## src/rtl/rotate_sel_ctrl.sv

```systemverilog
// rotate_sel_ctrl: rotation selector sequencer for the four-digit HEX display.
// Produces a modulo-POSITIONS selector that advances automatically every
// TICK_DIV cycles while running, or once per debounced-by-sync key press while
// paused. Emits one-cycle tick/wrap strobes aligned with each new selector value.
module rotate_sel_ctrl #(
  parameter int TICK_DIV  = 50000000,
  parameter int POSITIONS = 4,
  localparam int SEL_W    = (POSITIONS > 1) ? $clog2(POSITIONS) : 1
) (
  input  logic             clk,
  input  logic             aclr,
  input  logic             run_en,
  input  logic             dir,
  input  logic             step_n,
  output logic [SEL_W-1:0] sel,
  output logic             tick,
  output logic             wrap,
  output logic [1:0]       state
);

  localparam int PRESC_W = (TICK_DIV > 1) ? $clog2(TICK_DIV) : 1;
  localparam logic [PRESC_W-1:0] PRESC_MAX = PRESC_W'(TICK_DIV - 1);
  localparam logic [SEL_W-1:0]   SEL_MAX   = SEL_W'(POSITIONS - 1);

  typedef enum logic [1:0] {
    IDLE  = 2'b00,
    RUN   = 2'b01,
    PAUSE = 2'b10
  } state_t;

  state_t             state_q, state_d;
  logic [PRESC_W-1:0] presc_q, presc_d;
  logic [SEL_W-1:0]   sel_q, sel_d;
  logic               tick_q, tick_d;
  logic               wrap_q, wrap_d;

  // Key synchroniser chain; all stages idle high (key released).
  logic               s1_q, s2_q, s2_dly_q;
  logic               step_ev;
  logic               do_adv;

  // Two-flop synchroniser plus edge-detect delay for the active-low key.
  always_ff @(posedge clk or posedge aclr) begin
    if (aclr) begin
      s1_q     <= 1'b1;
      s2_q     <= 1'b1;
      s2_dly_q <= 1'b1;
    end else begin
      s1_q     <= step_n;
      s2_q     <= s1_q;
      s2_dly_q <= s2_q;
    end
  end

  // High for exactly one cycle per press: the synchronised key just fell.
  assign step_ev = s2_dly_q & ~s2_q;

  // Next-state, prescaler and advance-request logic.
  always_comb begin
    state_d = state_q;
    presc_d = '0;
    do_adv  = 1'b0;
    case (state_q)
      IDLE: begin
        if (run_en) begin
          state_d = RUN;
        end else if (step_ev) begin
          state_d = PAUSE;
          do_adv  = 1'b1;
        end
      end
      RUN: begin
        // Dropping run_en pauses immediately; the partial count is discarded
        // so that the next RUN entry starts a full TICK_DIV interval.
        if (!run_en) begin
          state_d = PAUSE;
        end else if (presc_q == PRESC_MAX) begin
          presc_d = '0;
          do_adv  = 1'b1;
        end else begin
          presc_d = presc_q + 1'b1;
        end
      end
      PAUSE: begin
        // A press coinciding with run_en rising is deliberately dropped.
        if (run_en) begin
          state_d = RUN;
        end else if (step_ev) begin
          do_adv = 1'b1;
        end
      end
      default: begin
        state_d = IDLE;
      end
    endcase
  end

  // Selector update with modulo wrap in either direction.
  always_comb begin
    sel_d  = sel_q;
    tick_d = do_adv;
    wrap_d = 1'b0;
    if (do_adv) begin
      if (dir) begin
        if (sel_q == '0) begin
          sel_d  = SEL_MAX;
          wrap_d = 1'b1;
        end else begin
          sel_d = sel_q - 1'b1;
        end
      end else begin
        if (sel_q >= SEL_MAX) begin
          sel_d  = '0;
          wrap_d = 1'b1;
        end else begin
          sel_d = sel_q + 1'b1;
        end
      end
    end
  end

  // State, prescaler, selector and strobe registers.
  always_ff @(posedge clk or posedge aclr) begin
    if (aclr) begin
      state_q <= IDLE;
      presc_q <= '0;
      sel_q   <= '0;
      tick_q  <= 1'b0;
      wrap_q  <= 1'b0;
    end else begin
      state_q <= state_d;
      presc_q <= presc_d;
      sel_q   <= sel_d;
      tick_q  <= tick_d;
      wrap_q  <= wrap_d;
    end
  end

  assign sel   = sel_q;
  assign tick  = tick_q;
  assign wrap  = wrap_q;
  assign state = state_q;

endmodule

```

## config.mk

```make
export PLATFORM = sky130hd
export DESIGN_NAME = rotate_sel_ctrl
export DESIGN_NICKNAME = d
export VERILOG_FILES = /design/src/rtl/rotate_sel_ctrl.sv
export SDC_FILE = /design/constraint.sdc
export NUM_CORES = 1
export LEC_CHECK = 0
export ABC_AREA = 1
export BUFFER_PORTS_ARGS = -buffer_cell sky130_fd_sc_hd__buf_2
export CAP_MARGIN = 5
export CORE_MARGIN = 2
export CORE_UTILIZATION = 67
export CTS_BUF_LIST = sky130_fd_sc_hd__clkbuf_2 sky130_fd_sc_hd__clkbuf_4 sky130_fd_sc_hd__clkbuf_8
export DETAILED_ROUTE_END_ITERATION = 8
export GPL_TIMING_DRIVEN = 0
export PLACE_DENSITY = 0.94
export SLEW_MARGIN = 5
export SYNTH_ARGS = -nofsm -noshare
export SYNTH_HDL_FRONTEND = slang
export SYNTH_SLANG_ARGS = --single-unit
```

## constraint.sdc

```tcl
create_clock -name clk -period 2.5 [get_ports clk]
set_input_delay 0.125 -clock clk [delete_from_list [all_inputs] [get_ports clk]]
set_output_delay 0.125 -clock clk [all_outputs]
set_load 0.01 [all_outputs]
```

# Word-level counts from Yosys, hierarchy flattened
# Cells that the tools add are included.
# totals
in_bits	5
reg_bits	35
out_inout_bits	6
# classes
n_mux	20
n_lt_le_gt_ge	1
n_addsub	3
n_bitwise	2
reduce_logical	4
n_eq_ne	6
# ops
operator	n
$mux 26	3
$add 26x1->26 const B	1
$eq 26x26->1 const B	1
$mux 2	7
$mux 1	8
$pmux 2 s3	1
$logic_not 2->1	2
$ne 2x2->1 const B	2
$ne 3x3->1 const B	1
$reduce_and 3->1	1
$add 2x1->2 const B	1
$eq 2x1->1 const B	1
$eq 2x2->1 const B	1
$ge 2x2->1 const B	1
$pmux 1 s2	1
$reduce_or 2->1	1
$sub 2x1->2 const B	1
$and 1x1->1	1
$not 1->1	1

# Logic depth before layout (Yosys ltp)
# Gate-level depths: netlist of run 1.
# depth
depth_word	6
ltp_mapped	9

# Worst setup path before layout of run 1
# No wires, ideal clock.
# synth_path
kind	register to register
start	register presc_q[0]
end	register presc_q[11]
t_arrival_ns	1.293
slack_ns	1.089
path_stages_with_launch	10
setup_time_ns	0.119
period_less_slack_ns	1.411
required_ns	2.381
path_cell_list	dfrtp_1 ha_1 nand3_2 inv_1 nand2_1 nor2_4 nand2_1 nand2_2 buf_6 nor2_1
# synth_via
elab_chain_len	4
# synth_lines
item	line_no	text
start: declaration	32	logic [PRESC_W-1:0] presc_q, presc_d;
start signal: assignment	132	presc_q <= presc_d;
$add 26x1->26 or $eq 26x26->1 (tied branches)	81, 77	
$mux 26 (*)	77	end else if (presc_q == PRESC_MAX) begin
$mux 26 (*)	75	if (!run_en) begin
$mux 26 (*)	63	case (state_q)
via presc_d[11]	32	
# The timed path passes the listed nets; every way through them passes the cells marked *.
# A chain may end at the register's enable or synchronous reset.

# Worst setup path in the final report of run 1
# layout_path
start	register presc_q[0]
end	register sel_q[0] (netlist: sel[0])
# layout_via
elab_chain_len	4
# layout_lines
item	line_no	text
$eq 26x26->1	77	
$mux 1	77	
$mux 1	75	
$pmux 1 s2	63	
via do_adv	40	logic do_adv;
end signal: assignment	133	sel_q <= sel_d;
end: declaration	33	logic [SEL_W-1:0] sel_q, sel_d;
# The timed path passes the listed nets, and every way through them passes these cells.

==> flow_summary.toml, run 1 <==
[run_status]
outcome = "finished, final reports clean"

[critical_path]
start_kind = "register"
critPathRequiredTime_ns = 2.78
worstPathArrival_ns = 2.05
worst-setup-path-type = "reg2reg"
crit_path_end_kind = "register"
path_max_fanout = 4

[cts]
cts_buffers = 5
clockBufferDepth = 2
clkSinkCount = 35
hold_buffers = 2
cts_tree = "done"
clock_latency_ns = 0.34
cts_setup_buffers = 0
ctsResizeCount = 0
cts_max_level = 2
cts-root-buf = "clkbuf_4"
clk_pin_slew_ns = 0.10

[routing]
drtIter0Drc = 120
ant_nets = 0
vias_per_cell = 5.81
wirelength_um = 4570
drc = 0
first_pass_iters = 4
avgRoutedWirePerCell_um = 15.0
vias = 1771

[grt]
grt_overflow = 0
grtUsageTotal = 0.313
grt_max_degree = 36
grt_pass1_wl_um = 7670
antenna_found_initial = 0
grt_pass1_vias = 1666

[layout]
fin_util = 0.771
layout.nets = 281
layout-drive-gt1-share = 0.142
fillerInstances = 184
antenna_cells = 0
syn_to_final_growth_pct = 9.90
instances_no_fill = 305
layout_commonest_cell = "nand2_1"
final_cell_mix = "nand2_1, nor2_1, dfrtp_1, inv_1, nand3_1"

[floorplan]
core_mm2 = 0.00276
die_w_um = 57.7
io_pins = 11
rows = 19
dieArea_mm2 = 0.00333
initial_core_util = 0.701
die_h_um = 57.7

[sta]
setup_ws_ns = 0.732
finalCritPeriodShare = 0.707
relSlewSlack = 0.539
setup_tns_ns = 0
finalSetupViolCount = 0
max_freq_ghz = 0.566
slew_violations = 0
hold_viol = 0
rsz0062_at_grt = "no"
finalClockSkew_ns = 0.0113
worst_pin_slew_ns = 0.691
fin_crit_ns = 1.77

[place]
io_buffers = 10
finalWeightedCongestion = 0.803
dp_slack_ns = 0.835
place_inst = 294
hpwl_um = 2720

[logic_synthesis]
synth-edff-count = 0
yosysTopAreaCell = "dfrtp_1"
ys.warnings.count = 0
synth-main-ff-cell = "dfrtp_1"
synth_area_mm2 = 0.00193
syn_nets = 261
synth_cell_types = 27
synthArstFlopShare = 1.00
synth_cells = 253
syn_avg_cell_area_um2 = 7.65
netlist_top_cells_area = "dfrtp_1, nand2_1, nor2_1"
yosysSeqAreaShare = 0.455
synth_top_area_frac = 0.414
synth_seq_cells = 35

[power_and_ir_drop]
p_leak_nw = 0.955
internal-power_w = 0.000815
peakVddDrop_uv = 660
powerDensity_mw_per_mm2 = 521
p_clk_frac = 0.328
switching_share = 0.264
combPwrFrac = 0.122
netSwitchingPower_w = 0.000292
seq_power_share = 0.550

[min_path]
hold_path_class = "in2reg"

[run]
drv_cap = 0
==> stage by stage <==
stage | hold WS (ns) | power [W] | cell area, um^2
after floorplan | 0.129 | 0.000697 | 1930
after global placement | 0.230 | 0.000728 | 2020
after detailed placement | 0.231 | 0.000734 | 2020
after CTS | 0.0852 | 0.00109 | 2120
after global routing | 0.117 | 0.00115 | 2130
final | 0.122 | 0.00111 | 2130
==> cells by family after synthesis <==
| family | Yosys count | synth area share |
|---|---|---|
| compound gates | 12 | 0.0414 |
| xor+xnor | 8 | 0.0362 |
| fa+ha+maj | 3 | 0.0194 |
| buf+inv | 33 | 0.0679 |
| flops | 35 | 0.455 |
| mux | 1 | 0.00517 |
| simple gates | 161 | 0.375 |
==> routing by layer <==
metal / global-route usage / part of all wire / routed length, um
met1: 0.387 / 0.41 / 1850
met3: 0.0737 / 0.065 / 299
met2: 0.521 / 0.49 / 2230
met5: 0 / 0 / 0
met4: 0.146 / 0.041 / 188
==> power by group through the flow <==
stage / Clock [W] / Sequential (W) / Combinational, W
CTS: 0.000366 / 0.000606 / 0.000121
floorplan: 0 / 0.000622 / 0.0000747
global route: 0.000392 / 0.000611 / 0.000149
finish: 0.000363 / 0.000609 / 0.000135
global placement: 0 / 0.000615 / 0.000113
detailed placement: 0 / 0.000617 / 0.000118
==> Yosys cell counts, types with 2 or more instances <==
cell type / count
nand2_1: 66
nor2_1: 55
dfrtp_1: 32
inv_1: 30
nand3_1: 16
nor3_1: 8
a21oi_1: 5
xor2_1: 5
nand3_2: 4
nor2_4: 4
dfstp_2: 3
ha_1: 3
nand4_1: 3
xnor2_1: 3
inv_2: 2
nor2_2: 2
o21ai_0: 2
==> critical path, cell delays in order, from the launching register on <==
cell and delay [ns]:
dfrtp_1 0.43, ha_1 0.23, nand3_2 0.11, inv_1 0.12
nand2_1 0.09, nor2_4 0.15, nand3_1 0.19, nand2_1 0.22
nand2_1 0.09, nand2_1 0.08
==> state kept, by name (all words and copies together) (netlist names) <==
signal	flops
presc_q	26
s1_q	1
s2_dly_q	1
s2_q	1
sel	2
state	2
tick	1
wrap	1
==> layout make-up <==
cell class                 count  area [um^2]  share of cell area
tap                           31         38.8              0.0182
clock buffer                   8         72.6              0.0341
buffer                         1         11.3             0.00530
multi-input combinational    185          923               0.434
sequential                    35          880               0.414
timing repair buffer          13         80.1              0.0377
inverter                      32          120              0.0565
==> path summary, 6_finish.rpt <==
path	startpoint	to	slack [ns]	depth (start not counted)
worst max-delay path	presc_q[0]$_DFF_PP0_	sel[0]$_DFFE_PP0P_	0.73	9
worst min-delay path	dir	wrap$_DFF_PP0_	0.12	3
worst max register to register	presc_q[0]$_DFF_PP0_	sel[0]$_DFFE_PP0P_	0.73	9
worst min register to register	s1_q$_DFF_PP1_	s2_q$_DFF_PP1_	0.36	0
max in group asynchronous	aclr	sel[0]$_DFFE_PP0P_	1.58	3
min in group asynchronous	aclr	presc_q[9]$_DFF_PP0_	0.46	3
Power figures use the tool's default switching activity.
==> run 2, diff against run 1 <==
CORE_UTILIZATION = 57   (was 67)
PLACE_DENSITY = 0.86   (was 0.94)
clock period = 1.6 ns   (was 2.5 ns; I/O delays follow)
==> flow_summary.toml, run 2 (synthesis gave the netlist of run 1 again) <==
[run_status]
outcome = "complete, but fails checks"
violations = "setup timing"

[cts]
clk_pin_slew_ns = 0.10
cts_tree = "done"
cts-root-buf = "clkbuf_4"
clkSinkCount = 35
cts_max_level = 2
clockBufferDepth = 2
clock_latency_ns = 0.34
cts_buffers = 5

[run]
drv_cap = 0

[sta]
finalClockSkew_ns = 0.0131
relSlewSlack = 0.526
finalSetupViolCount = 3
rsz0062_at_grt = "yes"
setup_ws_ns = -0.00398
fin_crit_ns = 1.60
max_freq_ghz = 0.623
worst_pin_slew_ns = 0.710
hold_viol = 0
finalCritPeriodShare = 1.00
slew_violations = 0

[floorplan]
die_h_um = 62.3
io_pins = 11
rows = 21
initial_core_util = 0.589
dieArea_mm2 = 0.00388
core_mm2 = 0.00328
die_w_um = 62.3

[min_path]
hold_path.startpoint = "dir"
holdPathStages = 4
worst_hold_path.endpoint = "sel[1]$_DFFE_PP0P_"
hold_path_class = "in2reg"

[power_and_ir_drop]
p_total_w = 0.00172
combPwrFrac = 0.117
netSwitchingPower_w = 0.000445
internal-power_w = 0.00128
powerDensity_mw_per_mm2 = 771
peakVddDrop_uv = 631
seq_power_share = 0.549
p_clk_frac = 0.333
p_leak_nw = 0.989
switching_share = 0.258

[layout]
regMostFlops = "presc_q"
antenna_cells = 0
layout.nets = 288
syn_to_final_growth_pct = 15.5
final_cell_mix = "nand2_1, nor2_1, dfrtp_1, inv_1, nand3_1"
fin_util = 0.680
fillerInstances = 266
multiInputGateArea_um2 = 961
instances_no_fill = 327
layout_commonest_cell = "nand2_1"
largest_reg_flops = 26
layout-drive-gt1-share = 0.181
register_area_um2 = 880
finalInstanceArea_mm2 = 0.00223

[place]
dpl_cell_area_mm2 = 0.00204
place_inst = 309
io_buffers = 10
hpwl_um = 2690
finalWeightedCongestion = 0.817

[routing]
drc = 0
drtIter0Drc = 81
ant_nets = 0
first_pass_iters = 4
avgRoutedWirePerCell_um = 12.1
vias_per_cell = 5.17
vias = 1692
wirelength_um = 3950

[critical_path]
worst-r2r-cell-count = 9
r2r_slack_ns = -0.004
crit_path_end_kind = "register"
path_max_fanout = 5
timing.rr.start = "presc_q[0]$_DFF_PP0_"
worstPathArrival_ns = 1.84
start_kind = "register"
worst-setup-path-type = "reg2reg"
reg2reg_to = "presc_q[10]$_DFF_PP0_"
critPathRequiredTime_ns = 1.83

[grt]
grtUsageTotal = 0.217
grt_max_degree = 36
grt_pass1_wl_um = 6740
grt_pass1_vias = 1612
antenna_found_initial = 0
grt_overflow = 0
[run 2: cell types whose count changed in the layout (fill, tap and decap cells not counted)]
cell / change
buf_4: +7
nand2_1: -2
ha_1: -1
ha_4: +1
nand2_2: +1
nand2_4: +1
nand3_1: -1
nand3_4: +1
nor2_1: -1
nor2_2: +1
[run 2: worst max path at each step]
stage	to	depth (start not counted)	startpoint	slack, ns
2_1_floorplan	presc_q[11]$_DFF_PP0_	9	presc_q[0]$_DFF_PP0_	0.19
3_3_place_gp	presc_q[14]$_DFF_PP0_	9	presc_q[0]$_DFF_PP0_	-0.005
3_5_place_dp	presc_q[22]$_DFF_PP0_	8	presc_q[0]$_DFF_PP0_	-0.05
4_1_cts	presc_q[6]$_DFF_PP0_	9	presc_q[1]$_DFF_PP0_	0.006
5_1_grt	presc_q[22]$_DFF_PP0_	8	presc_q[0]$_DFF_PP0_	-0.1
6_report	presc_q[10]$_DFF_PP0_	9	presc_q[0]$_DFF_PP0_	-0.004
[run 2: timing repair]
item,in CTS,in global routing
gates cloned,0,1
pin swaps,0,3
hold buffers,2,1
endpoints found under the setup margin,13,22
endpoints found under the hold margin,2,32
gates resized for setup,1,8
setup buffers,1,5
[run 2: through the flow]
step                      worst slack (ns)  setup TNS, ns  hold slack (ns)
after floorplan                      0.189              0           0.0845
after global placement            -0.00476        -0.0164            0.185
after detailed placement           -0.0473         -0.260            0.187
after CTS                          0.00585              0           0.0404
after global routing               -0.0987          -1.09           0.0851
final                             -0.00398       -0.00885           0.0575
[run 2: worst max-delay path, stage by stage, from the launching register on]
cell,delay (ns)
dfrtp_1,0.43
ha_4,0.18
nand3_2,0.10
inv_1,0.11
nand2_1,0.09
nor2_4,0.18
nand2_2,0.11
nand2_4,0.11
buf_4,0.15
nor2_1,0.04
[run 2: power by group through the flow]
stage	registers [W]	logic (W)	clock network, W
floorplan	0.000972	0.000117	0
global placement	0.000962	0.000178	0
detailed placement	0.000963	0.000185	0
CTS	0.000945	0.000194	0.000582
global route	0.000953	0.000230	0.000623
finish	0.000947	0.000202	0.000574
[run 2: area by class of cell]
type / count / area share
plain buffers: 1 / 0.00504
clock buffers: 8 / 0.0325
inverters: 32 / 0.0538
multi-input cells: 185 / 0.430
flip-flops and latches: 35 / 0.394
well taps: 46 / 0.0258
repair buffers: 20 / 0.0594
[run 2: metal layers]
metal  up-vias  GRT usage  part of all wire  routed length, um
met1       807      0.261              0.44               1750
met4         0     0.0833             0.023                 90
met3        10     0.0435             0.034                134
li1        843          -                 -                  -
met2        32      0.383              0.50               1980
met5         -          0                 0                  0
